[config.mk]
export PLATFORM = sky130hd
export DESIGN_NAME = fpu_req_arbiter_flat
export DESIGN_NICKNAME = d
export VERILOG_FILES = /design/src/rtl/fpu_pkg.sv /design/src/rtl/fpu_req_arbiter_if.sv /design/src/rtl/fpu_rsp_fifo.sv /design/src/rtl/fpu_req_arbiter.sv /design/src/flat_wrapper.sv
export SDC_FILE = /design/constraint.sdc
export NUM_CORES = 1
export LEC_CHECK = 0
export BUFFER_PORTS_ARGS = -buffer_cell sky130_fd_sc_hd__buf_2
export CORE_AREA = 2 2 326 328
export DETAILED_ROUTE_END_ITERATION = 10
export DIE_AREA = 0 0 328 330
export GPL_TIMING_DRIVEN = 0
export REMOVE_ABC_BUFFERS = 1
export SLEW_MARGIN = 20
export SYNTH_ARGS = -nofsm -noshare
export SYNTH_HDL_FRONTEND = slang
export SYNTH_HIERARCHICAL = 1
export SYNTH_SLANG_ARGS = --single-unit
[constraint.sdc]
create_clock -name clk -period 4.3 [get_ports clk]
set_clock_uncertainty 0.1 [all_clocks]
set_input_delay 0 -clock clk [delete_from_list [all_inputs] [get_ports clk]]
set_output_delay 0 -clock clk [all_outputs]
set_load 0.05 [all_outputs]
[src/rtl/fpu_pkg.sv]
`default_nettype none
// ============================================================================
// Module      : fpu_pkg
// Description : Shared opcodes, precision modes and arbiter state encoding.
// Revision    : 1.0 - initial release
// ============================================================================
package fpu_pkg;

    localparam logic [1:0] OP_IDLE = 2'd0;
    localparam logic [1:0] OP_ADD  = 2'd1;
    localparam logic [1:0] OP_MUL  = 2'd2;
    localparam logic [1:0] OP_RSV  = 2'd3;

    localparam logic MODE_SINGLE = 1'b0;
    localparam logic MODE_DOUBLE = 1'b1;

    typedef enum logic [0:0] {
        ST_ISSUE = 1'b0,
        ST_DRAIN = 1'b1
    } state_t;

    // True for operations that actually exercise the unit.
    function automatic logic op_live(input logic [1:0] op);
        return (op == OP_ADD) || (op == OP_MUL);
    endfunction

endpackage
`default_nettype wire

[src/rtl/fpu_req_arbiter_if.sv]
`default_nettype none
// ============================================================================
// Module      : fpu_req_arbiter_if
// Description : Requester, unit and response signals of the FPU arbiter.
// Revision    : 1.0 - initial release
// ============================================================================
interface fpu_req_arbiter_if #(
    parameter int NREQ = 4
);
    localparam int IDW = (NREQ > 1) ? $clog2(NREQ) : 1;

    logic [NREQ-1:0]    req_valid;
    logic [NREQ-1:0]    req_ready;
    logic [2*NREQ-1:0]  req_op;
    logic [NREQ-1:0]    req_mode;
    logic [64*NREQ-1:0] req_x;
    logic [64*NREQ-1:0] req_y;
    logic [63:0]        fpu_x;
    logic [63:0]        fpu_y;
    logic [1:0]         fpu_op;
    logic               fpu_mode;
    logic [31:0]        fpu_result32;
    logic [63:0]        fpu_result64;
    logic               fpu_overflow;
    logic               rsp_valid;
    logic               rsp_ready;
    logic [IDW-1:0]     rsp_id;
    logic [63:0]        rsp_data;
    logic               rsp_ovf;
    logic               rsp_err;
    logic               busy;

    // Arbiter side.
    modport master (
        input  req_valid, req_op, req_mode, req_x, req_y,
        input  fpu_result32, fpu_result64, fpu_overflow, rsp_ready,
        output req_ready, fpu_x, fpu_y, fpu_op, fpu_mode,
        output rsp_valid, rsp_id, rsp_data, rsp_ovf, rsp_err, busy
    );

    // Requesters, unit and consumer side.
    modport slave (
        output req_valid, req_op, req_mode, req_x, req_y,
        output fpu_result32, fpu_result64, fpu_overflow, rsp_ready,
        input  req_ready, fpu_x, fpu_y, fpu_op, fpu_mode,
        input  rsp_valid, rsp_id, rsp_data, rsp_ovf, rsp_err, busy
    );
endinterface
`default_nettype wire

[src/rtl/fpu_rsp_fifo.sv]
`default_nettype none
// ============================================================================
// Module      : fpu_rsp_fifo
// Description : Synchronous response FIFO with occupancy count, no bypass.
// Revision    : 1.0 - initial release
// ============================================================================
module fpu_rsp_fifo #(
    parameter int WIDTH = 70,
    parameter int DEPTH = 4
) (
    input  wire logic                     clk,
    input  wire logic                     rst,
    input  wire logic                     i_push,
    input  wire logic [WIDTH-1:0]         i_data,
    input  wire logic                     i_pop,
    output logic      [WIDTH-1:0]         o_data,
    output logic                          o_empty,
    output logic      [$clog2(DEPTH):0]   o_count
);
    localparam int AW = $clog2(DEPTH);

    logic [WIDTH-1:0] r_mem [DEPTH];
    logic [AW-1:0]    r_wptr;
    logic [AW-1:0]    r_rptr;
    logic [AW:0]      r_count;
    logic             w_full;
    logic             w_empty;
    logic             w_pop_ok;
    logic             w_push_ok;

    assign w_empty   = (r_count == '0);
    assign w_full    = (r_count == (AW+1)'(DEPTH));
    assign w_pop_ok  = i_pop & ~w_empty;
    assign w_push_ok = i_push & (~w_full | w_pop_ok);

    always_ff @(posedge clk) begin
        if (w_push_ok) begin
            r_mem[r_wptr] <= i_data;
        end
    end

    always_ff @(posedge clk) begin
        if (!rst) begin
            r_wptr  <= '0;
            r_rptr  <= '0;
            r_count <= '0;
        end else begin
            if (w_push_ok) r_wptr <= r_wptr + 1'b1;
            if (w_pop_ok)  r_rptr <= r_rptr + 1'b1;
            r_count <= r_count + (AW+1)'(w_push_ok) - (AW+1)'(w_pop_ok);
        end
    end

    assign o_data  = r_mem[r_rptr];
    assign o_empty = w_empty;
    assign o_count = r_count;

endmodule
`default_nettype wire

[src/rtl/fpu_req_arbiter.sv]
`default_nettype none
// ============================================================================
// Module      : fpu_req_arbiter
// Description : Round-robin sharing of one FP add/mul unit with tagged,
//               in-order, credit-gated responses.
// Revision    : 1.0 - initial release
// ============================================================================
module fpu_req_arbiter
    import fpu_pkg::*;
#(
    parameter int NREQ    = 4,
    parameter int FPU_LAT = 1,
    parameter int RSP_DEP = 4
) (
    input  wire logic          clk,
    input  wire logic          rst,
    fpu_req_arbiter_if.master  bus
);
    localparam int IDW = (NREQ > 1) ? $clog2(NREQ) : 1;
    localparam int FCW = $clog2(RSP_DEP) + 1;
    localparam int CW  = FCW + 1;
    localparam int FW  = 3 + IDW + 64;
    localparam int L   = FPU_LAT - 1;

    state_t           r_state, w_state_nxt;
    logic [IDW-1:0]   r_rr, w_gidx, w_rr_nxt, w_cand;
    logic [IDW:0]     w_sum;
    logic             w_found, w_gmode;
    logic [1:0]       w_gop;
    logic [63:0]      w_gx, w_gy;
    logic             w_conflict, w_credit, w_issue, w_pop, w_capture;
    logic [CW-1:0]    r_inflight, w_used;
    logic [FCW-1:0]   w_fcount;
    logic [63:0]      r_fpu_x, r_fpu_y, w_cap_data;
    logic [1:0]       r_fpu_op;
    logic             r_fpu_mode;
    logic             r_tag_v    [FPU_LAT];
    logic [IDW-1:0]   r_tag_id   [FPU_LAT];
    logic             r_tag_mode [FPU_LAT];
    logic             r_tag_err  [FPU_LAT];
    logic             r_tag_live [FPU_LAT];
    logic [FW-1:0]    w_push_data, w_head;
    logic             w_empty;

    // First valid requester at or after the round-robin pointer.
    always_comb begin
        w_found = 1'b0;
        w_gidx  = '0;
        w_sum   = '0;
        w_cand  = '0;
        w_gop   = OP_IDLE;
        w_gmode = MODE_SINGLE;
        w_gx    = '0;
        w_gy    = '0;
        for (int k = 0; k < NREQ; k++) begin
            w_sum = {1'b0, r_rr} + (IDW+1)'(k);
            if (w_sum >= (IDW+1)'(NREQ)) w_sum = w_sum - (IDW+1)'(NREQ);
            w_cand = w_sum[IDW-1:0];
            if (!w_found && bus.req_valid[w_cand]) begin
                w_found = 1'b1;
                w_gidx  = w_cand;
            end
        end
        for (int i = 0; i < NREQ; i++) begin
            if (w_gidx == IDW'(i)) begin
                w_gop   = bus.req_op[2*i +: 2];
                w_gmode = bus.req_mode[i];
                w_gx    = bus.req_x[64*i +: 64];
                w_gy    = bus.req_y[64*i +: 64];
            end
        end
    end

    // The pop happening this cycle already frees its credit.
    assign w_pop      = ~w_empty & bus.rsp_ready;
    assign w_used     = r_inflight + CW'(w_fcount) - CW'(w_pop);
    assign w_credit   = (w_used < CW'(RSP_DEP));
    assign w_conflict = w_found && (w_gmode != r_fpu_mode) && (r_inflight != '0);
    assign w_issue    = (r_state == ST_ISSUE) && w_found && !w_conflict && w_credit;
    assign w_rr_nxt   = (w_gidx == IDW'(NREQ-1)) ? '0 : w_gidx + 1'b1;
    assign w_capture  = r_tag_v[L];

    always_comb begin
        w_state_nxt = r_state;
        case (r_state)
            ST_ISSUE: if (w_conflict)          w_state_nxt = ST_DRAIN;
            ST_DRAIN: if (r_inflight == '0)    w_state_nxt = ST_ISSUE;
            default:                           w_state_nxt = ST_ISSUE;
        endcase
    end

    always_ff @(posedge clk) begin
        if (!rst) r_state <= ST_ISSUE;
        else      r_state <= w_state_nxt;
    end

    always_ff @(posedge clk) begin
        if (!rst) begin
            r_rr       <= '0;
            r_inflight <= '0;
            r_fpu_x    <= '0;
            r_fpu_y    <= '0;
            r_fpu_op   <= OP_IDLE;
            r_fpu_mode <= MODE_SINGLE;
            for (int i = 0; i < FPU_LAT; i++) begin
                r_tag_v[i]    <= 1'b0;
                r_tag_id[i]   <= '0;
                r_tag_mode[i] <= 1'b0;
                r_tag_err[i]  <= 1'b0;
                r_tag_live[i] <= 1'b0;
            end
        end else begin
            r_fpu_op <= OP_IDLE;
            if (w_issue) begin
                r_fpu_x    <= w_gx;
                r_fpu_y    <= w_gy;
                r_fpu_op   <= (w_gop == OP_RSV) ? OP_IDLE : w_gop;
                r_fpu_mode <= w_gmode;
                r_rr       <= w_rr_nxt;
            end
            r_tag_v[0]    <= w_issue;
            r_tag_id[0]   <= w_gidx;
            r_tag_mode[0] <= w_gmode;
            r_tag_err[0]  <= (w_gop == OP_RSV);
            r_tag_live[0] <= op_live(w_gop);
            for (int i = 1; i < FPU_LAT; i++) begin
                r_tag_v[i]    <= r_tag_v[i-1];
                r_tag_id[i]   <= r_tag_id[i-1];
                r_tag_mode[i] <= r_tag_mode[i-1];
                r_tag_err[i]  <= r_tag_err[i-1];
                r_tag_live[i] <= r_tag_live[i-1];
            end
            r_inflight <= r_inflight + CW'(w_issue) - CW'(w_capture);
        end
    end

    // Idle and reserved ops keep a live bit of 0 so their data reads as zero.
    assign w_cap_data  = (r_tag_mode[L] == MODE_DOUBLE) ? bus.fpu_result64
                                                        : {32'b0, bus.fpu_result32};
    assign w_push_data = {r_tag_live[L], r_tag_err[L], bus.fpu_overflow & r_tag_live[L],
                          r_tag_id[L], w_cap_data};

    fpu_rsp_fifo #(
        .WIDTH (FW),
        .DEPTH (RSP_DEP)
    ) u_rsp_fifo (
        .clk     (clk),
        .rst     (rst),
        .i_push  (w_capture),
        .i_data  (w_push_data),
        .i_pop   (w_pop),
        .o_data  (w_head),
        .o_empty (w_empty),
        .o_count (w_fcount)
    );

    assign bus.req_ready = w_issue ? (NREQ'(1) << w_gidx) : '0;
    assign bus.fpu_x     = r_fpu_x;
    assign bus.fpu_y     = r_fpu_y;
    assign bus.fpu_op    = r_fpu_op;
    assign bus.fpu_mode  = r_fpu_mode;
    assign bus.rsp_valid = ~w_empty;
    assign bus.rsp_data  = w_head[FW-1] ? w_head[63:0] : 64'd0;
    assign bus.rsp_err   = w_head[FW-2];
    assign bus.rsp_ovf   = w_head[FW-3];
    assign bus.rsp_id    = w_head[64 +: IDW];
    assign bus.busy      = (r_inflight != '0) || !w_empty;

endmodule
`default_nettype wire

[src/flat_wrapper.sv]
// flat-port wrapper written by rule: the top's interface ports become plain ports
module fpu_req_arbiter_flat import fpu_pkg::*;
#(
    parameter int NREQ    = 4,
    parameter int FPU_LAT = 1,
    parameter int RSP_DEP = 4
)
  (clk, rst, bus_req_valid, bus_req_op, bus_req_mode, bus_req_x, bus_req_y, bus_fpu_result32, bus_fpu_result64, bus_fpu_overflow, bus_rsp_ready, bus_req_ready, bus_fpu_x, bus_fpu_y, bus_fpu_op, bus_fpu_mode, bus_rsp_valid, bus_rsp_id, bus_rsp_data, bus_rsp_ovf, bus_rsp_err, bus_busy);
  fpu_req_arbiter_if #(.NREQ(NREQ)) bus_i ();
  input  wire logic clk;
  input  wire logic rst;
  input wire logic [$bits(bus_i.req_valid)-1:0] bus_req_valid;
  input wire logic [$bits(bus_i.req_op)-1:0] bus_req_op;
  input wire logic [$bits(bus_i.req_mode)-1:0] bus_req_mode;
  input wire logic [$bits(bus_i.req_x)-1:0] bus_req_x;
  input wire logic [$bits(bus_i.req_y)-1:0] bus_req_y;
  input wire logic [$bits(bus_i.fpu_result32)-1:0] bus_fpu_result32;
  input wire logic [$bits(bus_i.fpu_result64)-1:0] bus_fpu_result64;
  input wire logic [$bits(bus_i.fpu_overflow)-1:0] bus_fpu_overflow;
  input wire logic [$bits(bus_i.rsp_ready)-1:0] bus_rsp_ready;
  output wire logic [$bits(bus_i.req_ready)-1:0] bus_req_ready;
  output wire logic [$bits(bus_i.fpu_x)-1:0] bus_fpu_x;
  output wire logic [$bits(bus_i.fpu_y)-1:0] bus_fpu_y;
  output wire logic [$bits(bus_i.fpu_op)-1:0] bus_fpu_op;
  output wire logic [$bits(bus_i.fpu_mode)-1:0] bus_fpu_mode;
  output wire logic [$bits(bus_i.rsp_valid)-1:0] bus_rsp_valid;
  output wire logic [$bits(bus_i.rsp_id)-1:0] bus_rsp_id;
  output wire logic [$bits(bus_i.rsp_data)-1:0] bus_rsp_data;
  output wire logic [$bits(bus_i.rsp_ovf)-1:0] bus_rsp_ovf;
  output wire logic [$bits(bus_i.rsp_err)-1:0] bus_rsp_err;
  output wire logic [$bits(bus_i.busy)-1:0] bus_busy;
  assign bus_i.req_valid = bus_req_valid;
  assign bus_i.req_op = bus_req_op;
  assign bus_i.req_mode = bus_req_mode;
  assign bus_i.req_x = bus_req_x;
  assign bus_i.req_y = bus_req_y;
  assign bus_i.fpu_result32 = bus_fpu_result32;
  assign bus_i.fpu_result64 = bus_fpu_result64;
  assign bus_i.fpu_overflow = bus_fpu_overflow;
  assign bus_i.rsp_ready = bus_rsp_ready;
  assign bus_req_ready = bus_i.req_ready;
  assign bus_fpu_x = bus_i.fpu_x;
  assign bus_fpu_y = bus_i.fpu_y;
  assign bus_fpu_op = bus_i.fpu_op;
  assign bus_fpu_mode = bus_i.fpu_mode;
  assign bus_rsp_valid = bus_i.rsp_valid;
  assign bus_rsp_id = bus_i.rsp_id;
  assign bus_rsp_data = bus_i.rsp_data;
  assign bus_rsp_ovf = bus_i.rsp_ovf;
  assign bus_rsp_err = bus_i.rsp_err;
  assign bus_busy = bus_i.busy;
  fpu_req_arbiter #(.NREQ(NREQ), .FPU_LAT(FPU_LAT), .RSP_DEP(RSP_DEP)) u_core (.clk(clk), .rst(rst), .bus(bus_i));
endmodule
==> impl_metrics.py, run 1 <==
metrics = {
    "outcome": {
        "status": "finished with violations",
        "violations": "negative hold slack",
    },
    "setup_path": {
        "worstSetupStartpointType": "flop",
        "worstPathCellList": "nor3_4, nor2b_4, ha_1, inv_1, ha_1, and3b_1, or4b_4, o21ai_4, buf_12, buf_16, and3_4, buf_16, buf_16, and2_1, buf_6",
        "r2r-end": "u_core/r_tag_live[0]",
        "required_ns": 4.20,
        "r2r-start": "u_core/r_rr[1]",
        "critPathArrivalTime_ns": 4.01,
        "worstSetupPathType": "flop to output port",
        "max_stage_delay_ns": 0.53,
        "reg2reg_slack_ns": 0.22,
        "critPathMaxFanout": 21,
        "worst-path-buf-inv": 6,
        "crit_path_end_kind": "output port",
        "rr_worst_depth": 14,
        "crit_top_cell": "buf_16",
        "cp_top_family": "simple AND/OR/NAND/NOR gates",
        "slowest_stage": "or4b_4",
    },
    "floorplanning": {
        "core-area_um2": 105000,
        "die_height_um": 330,
        "die-area_um2": 108000,
        "rows": 119,
        "die_w_um": 328,
        "initial_core_util_pct": 20.7,
        "ios": 833,
    },
    "logic_synthesis": {
        "seq_area_frac_synth_pct": 52.4,
        "synthCells": 2006,
        "async_flop_share_pct": 0,
        "ys_ff_latch": 429,
        "syn_area_per_cell_um2": 10.8,
        "ys_warn_count": 6,
        "synth_edf_count": 276,
        "synth_ff_type": "edfxtp_1",
        "ys_types": 55,
        "syn_area_um2": 21600,
    },
    "finish": {
        "num-nets-final": 3790,
        "syn_to_final_growth_pct": 54.3,
        "drive_gt1_share_pct": 36.1,
        "finalInstanceArea_um2": 33400,
    },
    "clock_network": {
        "tritoncts.num_buffers": 49,
        "clk_pin_slew_ns": 0.06,
        "htree_levels": 2,
        "clk_latency_ns": 0.64,
        "cts_sinks": 429,
        "cts_buffer_depth": 3,
        "cts-root-buf": "clkbuf_16",
        "cts_tree": "built",
    },
    "timing": {
        "maxSlewHeadroom_pct": 48.4,
        "worst_pin_slew_ns": 0.765,
        "drv_slew": 0,
        "finalCriticalPeriod_ns": 4.11,
        "rsz0062_at_grt": "false",
        "holdWs_ns": -0.0315,
        "fin_crit_sh_pct": 95.7,
        "finalSetupTns_ns": 0,
        "hold_viol": 1,
        "setup_viol": 0,
        "fmax_mhz": 243,
    },
    "min_path": {
        "min_to": "u_core/bus.fpu_y[61]",
        "hp-class": "input port to flop",
        "min_from": "bus_req_y[125]",
        "hold_depth": 5,
    },
    "placement": {
        "hpwlAfterDp_mm": 68.1,
        "place_area_um2": 27900,
        "portBuffers": 832,
        "gp_congestion": 0.877,
    },
    "routing": {
        "post_drt_via_cell_ratio": 4.60,
        "ant_nets": 0,
        "firstDrtPassIters": 5,
        "drt_iter0_drc": 1353,
        "routed_wl_mm": 95.8,
        "vias": 21085,
        "wl_per_cell_um": 20.9,
        "drc_errors": 0,
    },
    "grt": {
        "grtUsageMet3_pct": 4.29,
        "grt_pass1_wl_mm": 135,
        "gr-usage-met1_pct": 19.9,
        "grt_max_degree": 98,
        "top_usage_layer": "met2",
        "globalRouteTotalUtil_pct": 16.7,
        "antenna_found_initial": 34,
        "grt_pass1_vias": 20847,
        "overflow": 0,
        "groute.layer.met2.usage_pct": 28.3,
    },
    "run": {
        "drv_cap": 0,
    },
    "pwr": {
        "p_per_area_nw_per_um2": 677,
        "p_leak_uw": 0.0134,
        "vdd_ir_drop_max_mv": 0.640,
    },
}
-- power breakdown --
part           switching, µW  internal, µW  total, µW
registers                306          5180       5490
logic                   7820          5360      13200
clock network           1810          2130       3940
total                   9940         12700      22600
-- worst min-delay path, delay by kind of cell --
kind	cells	cell delay (ns)
compound gates	4	0.55
buf+inv	1	0.08
-- state kept, by name, indices dropped and copies added (netlist names), 3 cells and up, named ones only --
| name | cells |
|---|---|
| u_core/bus.fpu_x | 64 |
| u_core/bus.fpu_y | 64 |
| u_core/r_inflight | 4 |
| u_core/u_rsp_fifo/o_count | 3 |
| u_core/u_rsp_fifo/r_mem | 276 |
-- cell type report --
type / instances / area (µm²)
flip-flops and latches: 429 / 11400
multi-input cells: 1216 / 8900
fillers: 10674 / 71300
inverters: 158 / 601
repair buffers: 1285 / 9260
diodes: 18 / 45.0
well taps: 1391 / 1740
clock inverters: 24 / 199
clock buffers: 64 / 1280
-- layer usage --
| layer | vias to the layer above | wire length, µm | share of wire (%) |
|---|---|---|---|
| li1 | 9825 | - | - |
| met1 | 10146 | 37900 | 40 |
| met2 | 928 | 46200 | 48 |
| met3 | 178 | 7790 | 8.1 |
| met4 | 8 | 3880 | 4.0 |
| met5 | - | 44 | 0.046 |
-- how the worst max path moves through the flow --
stage,start,end,slack (ns),cells past startpoint
3_3_place_gp,u_core/r_rr[0],u_core/r_inflight[2],-22.72,15
4_1_cts,u_core/r_rr[0],bus_req_ready[3],0.02,17
6_report,u_core/u_rsp_fifo/o_count[2],bus_req_ready[3],0.19,15
3_5_place_dp,u_core/u_rsp_fifo/o_count[1],u_core/r_inflight[2],-1.18,17
2_1_floorplan,u_core/r_rr[0],u_core/r_inflight[2],-10.70,14
5_1_grt,u_core/u_rsp_fifo/o_count[2],bus_req_ready[3],0.004,15
-- synthesized netlist by cell type (3+ instances only) --
master | number | area share [%]
a211oi_1 | 87 | 3.0
buf_4 | 8 | 0.28
nand4_1 | 3 | 0.087
clkbuf_1 | 139 | 2.4
nor2_1 | 8 | 0.14
dfxtp_1 | 153 | 14
buf_6 | 6 | 0.31
edfxtp_1 | 276 | 38
mux2i_1 | 3 | 0.14
a31oi_1 | 129 | 3.7
buf_1 | 12 | 0.21
nand2_1 | 141 | 2.4
a221oi_1 | 3 | 0.12
buf_2 | 37 | 0.86
a211oi_2 | 40 | 2.3
mux2_2 | 32 | 1.7
xor2_1 | 3 | 0.12
nor2b_1 | 6 | 0.17
and2_1 | 112 | 3.2
ha_1 | 21 | 1.2
xnor2_1 | 3 | 0.12
a21oi_1 | 259 | 6.0
mux4_2 | 69 | 7.2
inv_1 | 157 | 2.7
a22oi_1 | 126 | 4.4
o21ai_0 | 132 | 3.1
nand3_1 | 3 | 0.069
-- per-stage QoR --
stage / instances / utilization [%] / total power [µW] / worst slack (ns)
floorplan: 1802 / - / 13800 / -10.70
global placement: 4025 / 25.4 / 17600 / -22.72
detailed placement: 4090 / 26.6 / 17100 / -1.18
CTS: 4563 / 31.8 / 22900 / 0.0153
global route: 4579 / 31.9 / 23900 / 0.00399
finish: 4585 / 31.9 / 22600 / 0.187
-- kinds of logic (layout without fill, tap and decap cells) --
logic type	after synthesis	after routing	synth area share [%]
adder cells (fa/ha/maj)	23	23	1.40
XOR/XNOR	6	6	0.243
flip-flops	429	429	52.4
AND/OR/NAND/NOR	288	289	6.66
other	0	18	0
buffers and inverters	362	1531	6.99
AO/OA/AOI/OAI	793	793	23.2
multiplexers	105	105	9.03
-- timing repair --
action	4_1_cts	5_1_grt
hold endpoints to repair	409	0
setup endpoints to repair	142	14
buffers inserted	13	4
cloned	5	1
gates resized for setup	11	3
hold buffers	367	0
pin swaps	6	3
-- layout by cell type, fill, tap and decap left out, types with 9 or more instances in the layout --
| cell | netlist | routed |
|---|---|---|
| a211oi_2 | 40 | 40 |
| clkbuf_1 | 139 | 15 |
| nand2_1 | 141 | 141 |
| buf_6 | 6 | 14 |
| a21oi_1 | 259 | 258 |
| edfxtp_1 | 276 | 276 |
| inv_1 | 157 | 157 |
| dlygate4sd3_1 | 0 | 367 |
| buf_16 | 0 | 25 |
| mux2_2 | 32 | 32 |
| buf_4 | 8 | 34 |
| o21ai_0 | 132 | 131 |
| and2_1 | 112 | 108 |
| a22oi_1 | 126 | 126 |
| mux4_2 | 69 | 68 |
| ha_1 | 21 | 17 |
| buf_2 | 37 | 831 |
| diode_2 | 0 | 18 |
| a31oi_1 | 129 | 129 |
| a211oi_1 | 87 | 87 |
| clkbuf_16 | 0 | 50 |
| clkinv_2 | 0 | 9 |
| dfxtp_1 | 153 | 149 |
Power figures use the tool's default switching activity.
==> run 2: changes to the inputs <==
CAP_MARGIN = 20   (was unset)
GPL_TIMING_DRIVEN = 1   (was 0)
==> impl_metrics.py, run 2 (synthesis gave the netlist of run 1 again) <==
metrics = {
    "clock_network": {
        "cts_sinks": 429,
        "clk_latency_ns": 0.64,
        "tritoncts.num_buffers": 52,
        "cts_buffer_depth": 3,
        "htree_levels": 2,
        "clk_pin_slew_ns": 0.06,
        "cts-root-buf": "clkbuf_16",
        "cts_tree": "built",
    },
    "setup_path": {
        "startpoint": "u_core/u_rsp_fifo/o_count[1]",
        "crit_top_cell": "ha_1",
        "critPathArrivalTime_ns": 4.59,
        "critPathMaxFanout": 130,
        "worstPathCellList": "nor3_1, nor2b_2, ha_1, inv_1, ha_1, and3b_1, or4b_1, o21ai_4, clkbuf_16, nand4_1, nor3b_1, dlygate4sd3_1",
        "worstSetupStartpointType": "flop",
        "required_ns": 4.77,
        "worstSetupPathType": "flop to flop",
        "slowest_stage": "dlygate4sd3_1",
        "crit_path_end_kind": "flop",
        "max_stage_delay_ns": 0.57,
        "r2r-start": "u_core/u_rsp_fifo/o_count[1]",
    },
    "pwr": {
        "seqPwrFrac_pct": 25.3,
        "power.internal_uw": 12100,
        "switching_share_pct": 44.7,
        "p_per_area_nw_per_um2": 663,
        "p_comb_share_pct": 53.6,
        "clock_power_share_pct": 21.0,
        "p_leak_uw": 0.0133,
        "vdd_ir_drop_max_mv": 1.16,
        "p_switching_uw": 9760,
    },
    "routing": {
        "firstDrtPassIters": 6,
        "wl_per_cell_um": 21.8,
        "routed_wl_mm": 99.0,
        "post_drt_via_cell_ratio": 4.70,
        "vias": 21381,
        "ant_nets": 0,
        "drt_iter0_drc": 1607,
        "drc_errors": 0,
    },
    "finish": {
        "drive_gt1_share_pct": 35.4,
        "fillCellCount": 10646,
        "syn_to_final_growth_pct": 52.1,
        "regMostFlops": "u_core/u_rsp_fifo/r_mem",
        "largest_register_ffs": 276,
        "layout_commonest_cell": "buf_2",
        "seq_area_um2": 11400,
        "post-route-util_pct": 31.5,
        "multi_input_area_um2": 8860,
        "layout_common_cells": "832 x buf_2, 371 x dlygate4sd3_1, 276 x edfxtp_1, 259 x a21oi_1, 157 x inv_1",
        "num-nets-final": 3750,
    },
    "floorplanning": {
        "die_w_um": 328,
        "initial_core_util_pct": 20.7,
        "die-area_um2": 108000,
        "rows": 119,
        "ios": 833,
        "die_height_um": 330,
        "core-area_um2": 105000,
    },
    "placement": {
        "portBuffers": 832,
        "gp_congestion": 0.886,
        "hpwlAfterDp_mm": 64.2,
        "dp_slack_ns": 0.569,
    },
    "timing": {
        "drv_slew": 0,
        "worst_pin_slew_ns": 1.39,
        "hold_viol": 0,
        "setup_ws_ns": 0.186,
        "finalCriticalPeriod_ns": 4.11,
        "setup_viol": 0,
        "fin_crit_sh_pct": 95.7,
        "fmax_mhz": 243,
        "maxSlewHeadroom_pct": 7.36,
    },
    "min_path": {
        "min_from": "bus_req_valid[2]",
        "hp-class": "input port to flop",
    },
    "run": {
        "drv_cap": 0,
    },
    "grt": {
        "overflow": 0,
        "globalRouteTotalUtil_pct": 16.4,
        "grt_pass1_wl_mm": 133,
        "grt_max_degree": 220,
        "grt_pass1_vias": 20158,
        "antenna_found_initial": 43,
    },
    "outcome": {
        "status": "finished, final reports clean",
    },
}
[run 2: timing repair]
item | in CTS | in global routing
hold buffers | 371 | 0
setup buffers | 0 | 6
gates resized for setup | 0 | 7
setup endpoints to repair | 0 | 6
hold endpoints to repair | 410 | 0
[run 2: layout make-up]
cell class / count / area share, %
antenna: 14 / 0.106
tap: 1391 / 5.29
clock buffer: 67 / 4.46
multi-input combinational: 1215 / 26.9
sequential: 429 / 34.5
inverter: 158 / 1.82
timing repair buffer: 1243 / 25.9
clock inverter: 30 / 1.03
[run 2: path summary, 6_finish.rpt]
kind                               endpoint  slack [ns]  depth (start not counted)
max                    u_core/bus.fpu_op[1]        0.19                         12
min                   u_core/r_tag_id[0][1]        0.08                          6
max reg2reg            u_core/bus.fpu_op[1]        0.19                         12
min reg2reg  u_core/u_rsp_fifo/r_mem[3][67]        0.39                          0
[run 2: power by group through the flow]
stage | clock network [µW] | registers, µW | logic (µW)
after floorplan | 0 | 6830 | 6980
after global placement | 0 | 5590 | 10200
after detailed placement | 0 | 5600 | 10400
after global routing | 4860 | 5590 | 12500
final | 4590 | 5530 | 11700
after CTS | 4730 | 5530 | 11400
[run 2: metal layers]
layer	GRT usage (%)	wire length, µm	share of wire (%)
met5	0	65	0.066
met2	28.0	48000	48
met3	4.89	9370	9.5
met1	19.3	37600	38
met4	6.41	4030	4.1
[run 2: through the flow]
step	setup TNS (ns)	cells	power, µW	hold slack, ns	area, µm²
after floorplan	-1409.34	1802	13800	0.0217	20700
after global placement	0	4053	15800	0.182	27100
after detailed placement	0	4053	16000	0.192	27100
after CTS	0	4521	21600	0.00735	32600
after global routing	-0.00925	4545	22900	0.0729	32900
final	0	4547	21800	0.0849	32900
[run 2: worst max-delay path, delay by kind of cell, from the launching register on]
family,cells,cell delay [ns]
AOI/OAI and AO/OA,1,0.18
and+or+nand+nor,6,1.64
DFF,1,0.35
buffers and inverters,3,1.13
adders and majority gates,2,0.43
